**config.mk**
```make
export PLATFORM = sky130hd
export DESIGN_NAME = fadd_norm_pipe
export DESIGN_NICKNAME = d
export VERILOG_FILES = /design/src/rtl/fpu_pkg.sv /design/src/rtl/fadd_lzc27.sv /design/src/rtl/fadd_norm_pipe.sv
export SDC_FILE = /design/constraint.sdc
export NUM_CORES = 1
export LEC_CHECK = 0
export BUFFER_PORTS_ARGS = -buffer_cell sky130_fd_sc_hd__buf_2
export CORE_MARGIN = 1.5
export CORE_UTILIZATION = 35
export DETAILED_ROUTE_END_ITERATION = 8
export GPL_ROUTABILITY_DRIVEN = 0
export SYNTH_ARGS = -nofsm -noshare
export SYNTH_HDL_FRONTEND = slang
export SYNTH_SLANG_ARGS = --single-unit
```
**constraint.sdc**
```tcl
create_clock -name clk -period 5.1 [get_ports clk]
set_input_delay 0.51 -clock clk [delete_from_list [all_inputs] [get_ports clk]]
set_output_delay 0.51 -clock clk [all_outputs]
set_load 0.1 [all_outputs]
```
**src/rtl/fpu_pkg.sv**
```systemverilog
`default_nettype none
// ============================================================================
// Module      : fpu_pkg
// Description : Shared constants, types and helpers for the single-precision
//               add/sub back end (normalize / round / pack).
//               Contents:
//                 RM_*        rounding-mode encodings as carried in FCSR
//                 QNAN        canonical quiet NaN
//                 EXP_MAX     all-ones biased exponent
//                 field widths for the raw sum, normalized fraction and
//                 the widened exponent used inside the pipeline
//                 special_e   special-result tag carried down the pipe
//                 norm_t      stage-1 payload
//                 ovf_word    packed result for an overflowed value
// Revision    : 1.0 - initial release
// ============================================================================
package fpu_pkg;

    localparam logic [1:0]  RM_RN   = 2'b00;  // round to nearest, ties to even
    localparam logic [1:0]  RM_RZ   = 2'b01;  // round toward zero
    localparam logic [1:0]  RM_RP   = 2'b10;  // round toward +inf
    localparam logic [1:0]  RM_RM   = 2'b11;  // round toward -inf

    localparam logic [31:0] QNAN    = 32'h7FC0_0000;
    localparam logic [7:0]  EXP_MAX = 8'hFF;

    localparam int FRAC_W = 23;               // stored fraction
    localparam int EXP_W  = 8;                // biased exponent
    localparam int CAL_W  = 28;               // {carry, hidden, frac, G, R, S}
    localparam int NORM_W = 27;               // {hidden, frac, G, R, S}
    localparam int EXPX_W = 9;                // exponent with room for overflow
    localparam int LZ_W   = 5;                // leading-zero count of NORM_W bits

    typedef enum logic [1:0] {
        SPC_NONE = 2'd0,
        SPC_NAN  = 2'd1,
        SPC_INF  = 2'd2
    } special_e;

    typedef struct packed {
        logic [NORM_W-1:0] frac;
        logic [EXPX_W-1:0] exp;
        logic              sign;
        logic [1:0]        rm;
        special_e          spc;
    } norm_t;

    // Overflow goes to infinity only when the rounding direction points away
    // from zero for this sign; otherwise it saturates at the largest finite.
    function automatic logic [31:0] ovf_word(input logic sgn, input logic [1:0] rmode);
        logic to_inf;
        to_inf = (rmode == RM_RN)
               | ((rmode == RM_RP) & ~sgn)
               | ((rmode == RM_RM) &  sgn);
        return to_inf ? {sgn, EXP_MAX, 23'h0}
                      : {sgn, EXP_MAX - 8'd1, 23'h7F_FFFF};
    endfunction

endpackage
`default_nettype wire

```
**src/rtl/fadd_lzc27.sv**
```systemverilog
`default_nettype none
// ============================================================================
// Module      : fadd_lzc27
// Description : Combinational leading-zero counter for a 27-bit vector.
//               Returns 27 when the input is all zeros.
// Ports       : a   in  27  vector to scan (bit 26 is the most significant)
//               lz  out  5  number of zeros above the highest set bit
// Revision    : 1.0 - initial release
// ============================================================================
module fadd_lzc27
    import fpu_pkg::*;
(
    input  logic [NORM_W-1:0] a,
    output logic [LZ_W-1:0]   lz
);

    // Scan upward; the last hit is the most significant set bit.
    always_comb begin
        lz = LZ_W'(NORM_W);
        for (int i = 0; i < NORM_W; i++) begin
            if (a[i]) begin
                lz = LZ_W'(NORM_W - 1 - i);
            end
        end
    end

endmodule
`default_nettype wire

```
**src/rtl/fadd_norm_pipe.sv**
```systemverilog
`default_nettype none
// ============================================================================
// Module      : fadd_norm_pipe
// Description : Back end of the FP add/sub datapath. Stage 1 normalizes the
//               28-bit raw sum (right shift on carry, left shift by leading
//               zeros limited by the exponent). Stage 2 rounds per FCSR mode
//               and packs the IEEE-754 single result into output registers.
//               Two-entry elastic pipeline with valid/ready on both sides.
// Ports       : clk        in   1   clock, rising edge
//               rst        in   1   synchronous active-high reset
//               in_valid   in   1   input item present
//               in_ready   out  1   input accepted when in_valid & in_ready
//               cal_frac   in  28   {carry, hidden, frac[22:0], G, R, S}
//               temp_exp   in   8   biased exponent of larger operand
//               sign       in   1   result sign
//               rm         in   2   rounding mode (RN/RZ/RP/RM)
//               is_nan     in   1   NaN result
//               is_inf     in   1   infinity result
//               out_valid  out  1   result present
//               out_ready  in   1   result consumed when out_valid & out_ready
//               s          out 32   packed result
//               flags      out  3   {overflow, underflow, inexact}
// Revision    : 1.0 - initial release
// ============================================================================
module fadd_norm_pipe
    import fpu_pkg::*;
(
    input  logic              clk,
    input  logic              rst,
    input  logic              in_valid,
    output logic              in_ready,
    input  logic [CAL_W-1:0]  cal_frac,
    input  logic [EXP_W-1:0]  temp_exp,
    input  logic              sign,
    input  logic [1:0]        rm,
    input  logic              is_nan,
    input  logic              is_inf,
    output logic              out_valid,
    input  logic              out_ready,
    output logic [31:0]       s,
    output logic [2:0]        flags
);

    // ------------------------------------------------------------------
    // Pipeline state
    // ------------------------------------------------------------------
    logic        s1_valid_q, s1_valid_d;
    norm_t       s1_q,       s1_d;
    logic        s2_valid_q, s2_valid_d;
    logic [31:0] s_q,        s_d;
    logic [2:0]  flags_q,    flags_d;

    // ------------------------------------------------------------------
    // Handshake: stage 2 can take a new item when empty or draining this
    // cycle; stage 1 can take one when empty or moving into stage 2.
    // ------------------------------------------------------------------
    logic s2_free;
    logic accept;

    assign s2_free  = ~s2_valid_q | out_ready;
    assign in_ready = ~s1_valid_q | s2_free;
    assign accept   = in_valid & in_ready;

    // ------------------------------------------------------------------
    // Stage 1: normalize
    // ------------------------------------------------------------------
    logic [LZ_W-1:0]   lz;
    logic [EXP_W-1:0]  shift_lim;
    logic [LZ_W-1:0]   shamt;
    logic [NORM_W-1:0] frac_shl;
    norm_t             norm;

    fadd_lzc27 u_lzc (
        .a  (cal_frac[NORM_W-1:0]),
        .lz (lz)
    );

    always_comb begin
        // The left shift stops at exponent 1 so a value that cannot reach
        // a set hidden bit lands as a denormal instead of wrapping.
        shift_lim = (temp_exp == '0) ? '0 : temp_exp - 8'd1;
        shamt     = ({3'b000, lz} < shift_lim) ? lz : shift_lim[LZ_W-1:0];
        frac_shl  = cal_frac[NORM_W-1:0] << shamt;

        norm      = '0;
        norm.sign = sign;
        norm.rm   = rm;
        if (is_nan) begin
            norm.spc = SPC_NAN;
        end else if (is_inf) begin
            norm.spc = SPC_INF;
        end else begin
            norm.spc = SPC_NONE;
        end

        if (cal_frac[CAL_W-1]) begin
            // Carry out: drop one bit, folding it into sticky.
            norm.frac = {cal_frac[CAL_W-1:2], cal_frac[1] | cal_frac[0]};
            norm.exp  = {1'b0, temp_exp} + 9'd1;
        end else if (cal_frac == '0) begin
            norm.frac = '0;
            norm.exp  = '0;
        end else begin
            norm.frac = frac_shl;
            norm.exp  = {1'b0, temp_exp} - {4'b0000, shamt};
            if (!frac_shl[NORM_W-1]) begin
                norm.exp = '0;
            end
        end
    end

    // ------------------------------------------------------------------
    // Stage 2: round and pack (combinational from the stage-1 register)
    // ------------------------------------------------------------------
    logic              inexact;
    logic              round_up;
    logic [24:0]       rounded;
    logic [EXPX_W-1:0] exp_rnd;
    logic [FRAC_W-1:0] frac_rnd;
    logic [31:0]       res_word;
    logic [2:0]        res_flags;

    always_comb begin
        inexact = |s1_q.frac[2:0];

        unique case (s1_q.rm)
            RM_RN:   round_up = s1_q.frac[2] & (s1_q.frac[1] | s1_q.frac[0] | s1_q.frac[3]);
            RM_RZ:   round_up = 1'b0;
            RM_RP:   round_up = ~s1_q.sign & inexact;
            default: round_up =  s1_q.sign & inexact;
        endcase

        rounded = {1'b0, s1_q.frac[NORM_W-1:3]} + {24'h0, round_up};

        exp_rnd = s1_q.exp;
        if (rounded[24]) begin
            // Mantissa overflowed to 2.0: renormalize by one.
            exp_rnd  = s1_q.exp + 9'd1;
            frac_rnd = rounded[23:1];
        end else begin
            frac_rnd = rounded[22:0];
            // Denormal that rounded up into the hidden bit becomes normal.
            if ((s1_q.exp == '0) && rounded[23]) begin
                exp_rnd = 9'd1;
            end
        end

        if (s1_q.spc == SPC_NAN) begin
            res_word  = QNAN;
            res_flags = 3'b000;
        end else if (s1_q.spc == SPC_INF) begin
            res_word  = {s1_q.sign, EXP_MAX, 23'h0};
            res_flags = 3'b000;
        end else if (exp_rnd >= 9'd255) begin
            res_word  = ovf_word(s1_q.sign, s1_q.rm);
            res_flags = 3'b101;
        end else begin
            // A zero sum has exp 0 and no inexact bits, giving {sign,0}, flags 0.
            res_word  = {s1_q.sign, exp_rnd[EXP_W-1:0], frac_rnd};
            res_flags = {1'b0, inexact & (exp_rnd == '0), inexact};
        end
    end

    // ------------------------------------------------------------------
    // Next-state logic
    // ------------------------------------------------------------------
    always_comb begin
        s1_valid_d = accept | (s1_valid_q & ~s2_free);
        s1_d       = accept ? norm : s1_q;

        s2_valid_d = s2_free ? s1_valid_q : s2_valid_q;
        s_d        = s_q;
        flags_d    = flags_q;
        if (s2_free && s1_valid_q) begin
            s_d     = res_word;
            flags_d = res_flags;
        end
    end

    always_ff @(posedge clk) begin
        if (rst) begin
            s1_valid_q <= 1'b0;
            s1_q       <= '0;
            s2_valid_q <= 1'b0;
            s_q        <= '0;
            flags_q    <= '0;
        end else begin
            s1_valid_q <= s1_valid_d;
            s1_q       <= s1_d;
            s2_valid_q <= s2_valid_d;
            s_q        <= s_d;
            flags_q    <= flags_d;
        end
    end

    assign out_valid = s2_valid_q;
    assign s         = s_q;
    assign flags     = flags_q;

endmodule
`default_nettype wire

```
Yosys cells after proc, flatten, opt, wreduce, memory -nomap -nowiden
Index checks and enable logic that the tools add are counted.
{"block": "classes", "order_cmp": 2, "mul": 0, "eq_ne": 5, "div": 0, "n_mux": 45, "reduce_logical": 8, "addsub": 5, "shifts": 1, "bitwise": 20}
{"operator": "2-to-1 mux 5 bit", "count": 17}
{"operator": "2-to-1 mux 36 bit", "count": 2}
{"operator": "2-to-1 mux 31 bit", "count": 2}
{"operator": "2-to-1 mux 32 bit", "count": 1}
{"operator": "2-to-1 mux 4 bit", "count": 8}
{"operator": "logical NOT 28 bit", "count": 1}
{"operator": "2-to-1 mux 9 bit", "count": 3}
{"operator": "left shift 27 x 5 -> 27 bit", "count": 1}
{"operator": "adder 24 x 1 -> 25 bit", "count": 1}
{"operator": "2-to-1 mux 24 bit", "count": 1}
{"operator": "2-to-1 mux 23 bit", "count": 1}
{"operator": "logical NOT 9 bit", "count": 2}
{"operator": "adder 8 x 1 -> 9 bit (second input constant)", "count": 1}
{"operator": "adder 9 x 1 -> 9 bit (second input constant)", "count": 1}
{"operator": ">= comparator 9 x 8 -> 1 bit (second input constant)", "count": 1}
{"operator": "2-to-1 mux 3 bit", "count": 3}
{"operator": "subtractor 8 x 5 -> 9 bit", "count": 1}
{"operator": "AND 1 bit", "count": 8}
{"operator": "logical NOT 8 bit", "count": 1}
{"operator": "< comparator 5 x 8 -> 1 bit", "count": 1}
{"operator": "2-to-1 mux 2 bit", "count": 4}
{"operator": "2-to-1 mux 8 bit", "count": 1}
{"operator": "bitwise OR 1 bit", "count": 8}
{"operator": "subtractor 8 x 1 -> 8 bit (second input constant)", "count": 1}
{"operator": "8 further kinds", "count": 15}
{"block": "word_totals", "mem_bits_rw": 0, "word_cells": 95, "mem_count": 0, "out_inout_bits": 37, "inputBits": 45, "rom_bits": 0, "reg_bits": 78, "latchBits": 0}

Logic depth before layout (Yosys ltp)
{"block": "depth", "ltp_word": 33, "mapped_depth": 25, "mapped_depth_nobuf": 23}

By module
Synthesis repeated with hierarchy kept, for this count alone.
{"block": "hier_totals", "cells_unflattened": 934, "area_unflattened_um2": 6907.9}
{"module": "fadd_norm_pipe", "seq_area_each_um2": 1561.5, "cells_per_inst": 883, "n_inst": 1, "area_per_inst_um2": 6630.1}
{"module": "fadd_lzc27", "seq_area_each_um2": 0.0, "cells_per_inst": 51, "n_inst": 1, "area_per_inst_um2": 277.8}

Least setup slack after synthesis
OpenSTA, ideal clock, no wires.
{"block": "synth_timing", "kind": "in2reg", "start": "input temp_exp[0]", "end": "register s1_q[10] (netlist bit)", "setup_time_ns": 0.119, "cell_stages": 24, "path_slack_ns": 0.006, "arrival_ns": 4.975, "n_path_buf": 1, "cell_sequence": "inv_1 > ha_1 > or4b_1 > nor4_1 > nor2_1 > inv_1 > ha_1 > nand2_1 > o21a_1 > nand2_1 > nand2_1 > a31o_2 > mux2_4 > inv_2 > buf_4 > ha_1 > a21o_1 > nand2_1 > a31oi_2 > maj3_2 > maj3_2 > xnor2_1 > and4_1 > o221a_1"}
{"block": "synth_between", "elab_chain_len": 8, "word_cells_on_any_way": 11, "classes_between": "add/sub (3); order compare (1); shift (1); mux (5); reduce/logical (1)"}
{"item": "from (decl)", "line_no": "fadd_norm_pipe.sv:33", "rtl": "input logic [EXP_W-1:0] temp_exp,"}
{"item": "subtractor 8 x 1 -> 8 bit or logical NOT 8 bit (tied branches)", "line_no": "fadd_norm_pipe.sv:81", "rtl": "shift_lim = (temp_exp == '0) ? '0 : temp_exp - 8'd1;"}
{"item": "2-to-1 mux 8 bit", "line_no": "fadd_norm_pipe.sv:81"}
{"item": "< comparator 5 x 8 -> 1 bit", "line_no": "fadd_norm_pipe.sv:82", "rtl": "shamt = ({3'b000, lz} < shift_lim) ? lz : shift_lim[LZ_W-1:0];"}
{"item": "2-to-1 mux 5 bit", "line_no": "fadd_norm_pipe.sv:82"}
{"item": "subtractor 8 x 5 -> 9 bit or left shift 27 x 5 -> 27 bit (tied branches)", "line_no": "fadd_norm_pipe.sv:105, fadd_norm_pipe.sv:83"}
{"item": "2-to-1 mux 9 bit", "line_no": "fadd_norm_pipe.sv:106", "rtl": "if (!frac_shl[NORM_W-1]) begin"}
{"item": "2-to-1 mux 36 bit", "line_no": "fadd_norm_pipe.sv:100", "rtl": "end else if (cal_frac == '0) begin"}
{"item": "2-to-1 mux 36 bit *", "line_no": "fadd_norm_pipe.sv:96", "rtl": "if (cal_frac[CAL_W-1]) begin"}
{"item": "to (signal assigned)", "line_no": "fadd_norm_pipe.sv:183", "rtl": "s1_q <= '0;"}
{"item": "to (signal assigned)", "line_no": "fadd_norm_pipe.sv:189", "rtl": "s1_q <= s1_d;"}
{"item": "to (decl)", "line_no": "fadd_norm_pipe.sv:48", "rtl": "norm_t s1_q, s1_d;"}
Every way passes the cells marked *; elsewhere a longest branch is shown, timed or not.
A chain may end at the register's enable or synchronous reset.

Worst setup path after layout
{"block": "layout_timing", "start": "input temp_exp[0]", "end": "register s1_q[12] (netlist bit)"}
Same word-level chain as after synthesis.

==> flow_summary.ini <==
[run_status]
status = finished clean

[pwr]
p_leak_nw = 3.03
p_per_area_nw_per_um2 = 253
totalPowerFinal_mw = 1.95
ir_worst_vdd_uv = 113

[clock_tree]
cts_tree = yes
cts.htree.levels = 3
cts_buffer_depth = 2
cts_root_buf = clkbuf_16
numCtsBuffers = 9
insertion_delay_ns = 0.34
cts.sinks = 78
postCtsHoldBufs = 0
clkTransAtPathRegs_ns = 0.06

[floorplan]
io_pins = 82
num_rows = 50
core-area_um2 = 18800
die_x_um = 141
initial_core_util_pct = 35.7
die-area_um2 = 20000
fp.dieH_um = 141

[grt]
grt-ovfl-total = 0
grt.total_usage_pct = 21.8
grt_start_max_net_pins = 48
antenna_found_initial = 0
grt_pass1_wl_mm = 35.0
grt_pass1_vias = 6375

[drt]
drc_errors = 0
drt-met1-wl_mm = 10.3
drtAntennaViolNets = 0
wl_per_cell_um = 18.3
first_pass_iters = 5
drt_iter0_drc = 775
drt_wl_total_mm = 21.8
met2_length_mm = 9.50
viasPerCell = 5.95
top_layer_used = met4
wl_met3_mm = 1.39
vias = 7094

[sta]
min_period_over_period_pct = 93.6
maxSlewViolCount = 0
fin_tns_setup_ns = 0
fmax_ghz = 0.210
rsz0062_at_grt = false
period_needed_ns = 4.77
hold_violations = 0
setup_violations = 0
fin_worst_hold_slack_ns = 0.408
skew_ns = 0.00612
tightest_slew_ns = 0.937
relSlewSlack_pct = 37.6

[logic_synthesis]
synth_top_family_by_area = compound AO/OA/AOI/OAI gates
synth_cell_types = 81
synthArstFlopShare_pct = 0
synth_adder_area_share_pct = 3.56
avgSynthCellArea_um2 = 7.48
synth_compound_area_share_pct = 27.1
synthXorXnorAreaFrac_pct = 5.36
synthFlopType = dfxtp_1
ys_seq_area_share_pct = 23.3
muxShareOfSynthArea_pct = 10.8
synth-simple-area-share_pct = 23.8
ys_ff_latch = 78
synth-edff-count = 0
syn_nets = 956
ys_warn_count = 0
syn_area_um2 = 6700
syn_inst = 896

[worst_setup_path]
required_ns = 5.32
cp_max_fo = 5
arrival_ns = 4.99
critPathCaptureType = register
worst-setup-path-type = in2reg
cp-start-kind = primary input

[layout]
mostFrequentLayoutCell = nor2_1
fin_area_um2 = 7710
final_cell_mix = nor2_1 (97), nand2_1 (84), buf_2 (81), dfxtp_1 (78), o21ai_0 (66)
final_nets = 1014
layout-drive-gt1-share_pct = 18.5
syn_to_final_growth_pct = 15.0
regArea_um2 = 1560
antenna_cells = 0
fillCellCount = 1973
multi_input_area_um2 = 4740
stdcell_count = 1193

[placement]
dp_cells = 1177
dpl_cell_area_um2 = 7390
portBuffers = 81
hpwl_mm = 16.3

[flow_run]
maxCapViolCount = 0

[worst_hold_path]
hp-class = in2reg
[layer usage]
layer,vias up,track usage [%]
li1,3435,-
met1,3310,30.8
met2,291,33.6
met3,58,3.41
met4,0,7.76
met5,-,0
[kinds of logic after synthesis]
| logic type | count (synthesis) |
|---|---|
| AO/OA/AOI/OAI | 266 |
| AND/OR/NAND/NOR | 323 |
| flip-flops | 78 |
| XOR/XNOR | 41 |
| multiplexers | 69 |
| adder cells (fa/ha/maj) | 19 |
| buffers and inverters | 100 |
[cell usage after synthesis (3+ instances only)]
master | count | area (um^2)
xnor2_1 | 23 | 201
xor2_1 | 18 | 158
o22ai_1 | 3 | 18.8
a311oi_2 | 3 | 45.0
nor2_1 | 97 | 364
a21oi_1 | 59 | 295
ha_1 | 14 | 175
nor4_1 | 13 | 81.3
buf_4 | 3 | 22.5
maj3_2 | 3 | 33.8
mux2_2 | 11 | 124
a22oi_1 | 26 | 195
nor3_1 | 21 | 105
nor2b_1 | 6 | 37.5
a221oi_1 | 18 | 158
buf_1 | 5 | 18.8
o31ai_1 | 6 | 45.0
nand2b_1 | 11 | 68.8
and2_1 | 11 | 68.8
nand3_1 | 26 | 130
nand2_1 | 84 | 315
nand4_1 | 19 | 119
clkbuf_1 | 52 | 195
dfxtp_1 | 78 | 1560
or3_1 | 4 | 25.0
o211ai_1 | 11 | 82.6
inv_1 | 27 | 101
a211oi_1 | 9 | 67.6
o31a_1 | 3 | 26.3
a211o_1 | 7 | 61.3
buf_2 | 9 | 45.0
o21ai_1 | 4 | 20.0
o2111ai_1 | 3 | 26.3
mux2i_1 | 56 | 561
o21a_1 | 4 | 30.0
a31oi_1 | 11 | 68.8
and3_1 | 7 | 43.8
and4_1 | 8 | 70.1
o21ai_0 | 66 | 330
[registers in the layout, indices dropped and copies added, names as in the netlist]
| name | count |
|---|---|
| s1_q | 41 |
| s1_valid_q | 1 |
| s | 32 |
| out_valid | 1 |
| flags | 3 |
[repair_timing]
action / in CTS / in global routing
setup endpoints to repair: 0 / 1
resized for setup: 0 / 1
setup buffers: 0 / 0
[worst max-delay path, cell delays in order]
cell and delay (ns):
buf_2 0.10, inv_1 0.09, ha_1 0.19, or4b_1 0.48, nor4_1 0.21, buf_4 0.18
nor2_1 0.06, inv_1 0.06, ha_1 0.23, nand2_1 0.10, o21a_1 0.19, nand2_1 0.09
nand2_1 0.17, a31o_2 0.17, mux2_4 0.31, inv_2 0.06, ha_1 0.21, a21o_1 0.19
nand2_1 0.08, a31oi_2 0.12, maj3_2 0.32, maj3_2 0.34, o31a_1 0.24, o2111ai_1 0.21
a21oi_1 0.09
[where the power goes]
| group | internal, mW | switching, mW |
|---|---|---|
| clock | 0.396 | 0.261 |
| combinational | 0.197 | 0.405 |
| sequential | 0.649 | 0.0419 |
[worst paths after layout]
| check | cells after the start | slack, ns | endpoint | start |
|---|---|---|---|---|
| setup reg to reg | 20 | 0.65 | s[22] | s1_q[3] |
| hold reg to reg | 2 | 0.48 | s1_q[4] | s1_q[4] |
| setup / recovery | 25 | 0.33 | s1_q[12] | temp_exp[0] |
| hold / removal | 3 | 0.41 | s1_q[4] | sign |
[area by class of cell]
type                    count  area share (%)
multi-input cells         718            61.5
flip-flops and latches     78            20.3
repair buffers            118            9.03
well taps                 234            3.80
clock buffers              10            3.10
inverters                  29            1.41
clock inverters             6           0.893
[through the flow]
| step | worst slack [ns] | util (%) |
|---|---|---|
| CTS | 0.332 | 41.0 |
| detailed placement | -0.0102 | 39.4 |
| global placement | 0.0425 | 39.4 |
| global route | 0.0295 | 41.1 |
| finish | 0.327 | 41.1 |
| floorplan | 0.00597 | - |
Note: power is estimated with default switching activity, not from simulation.
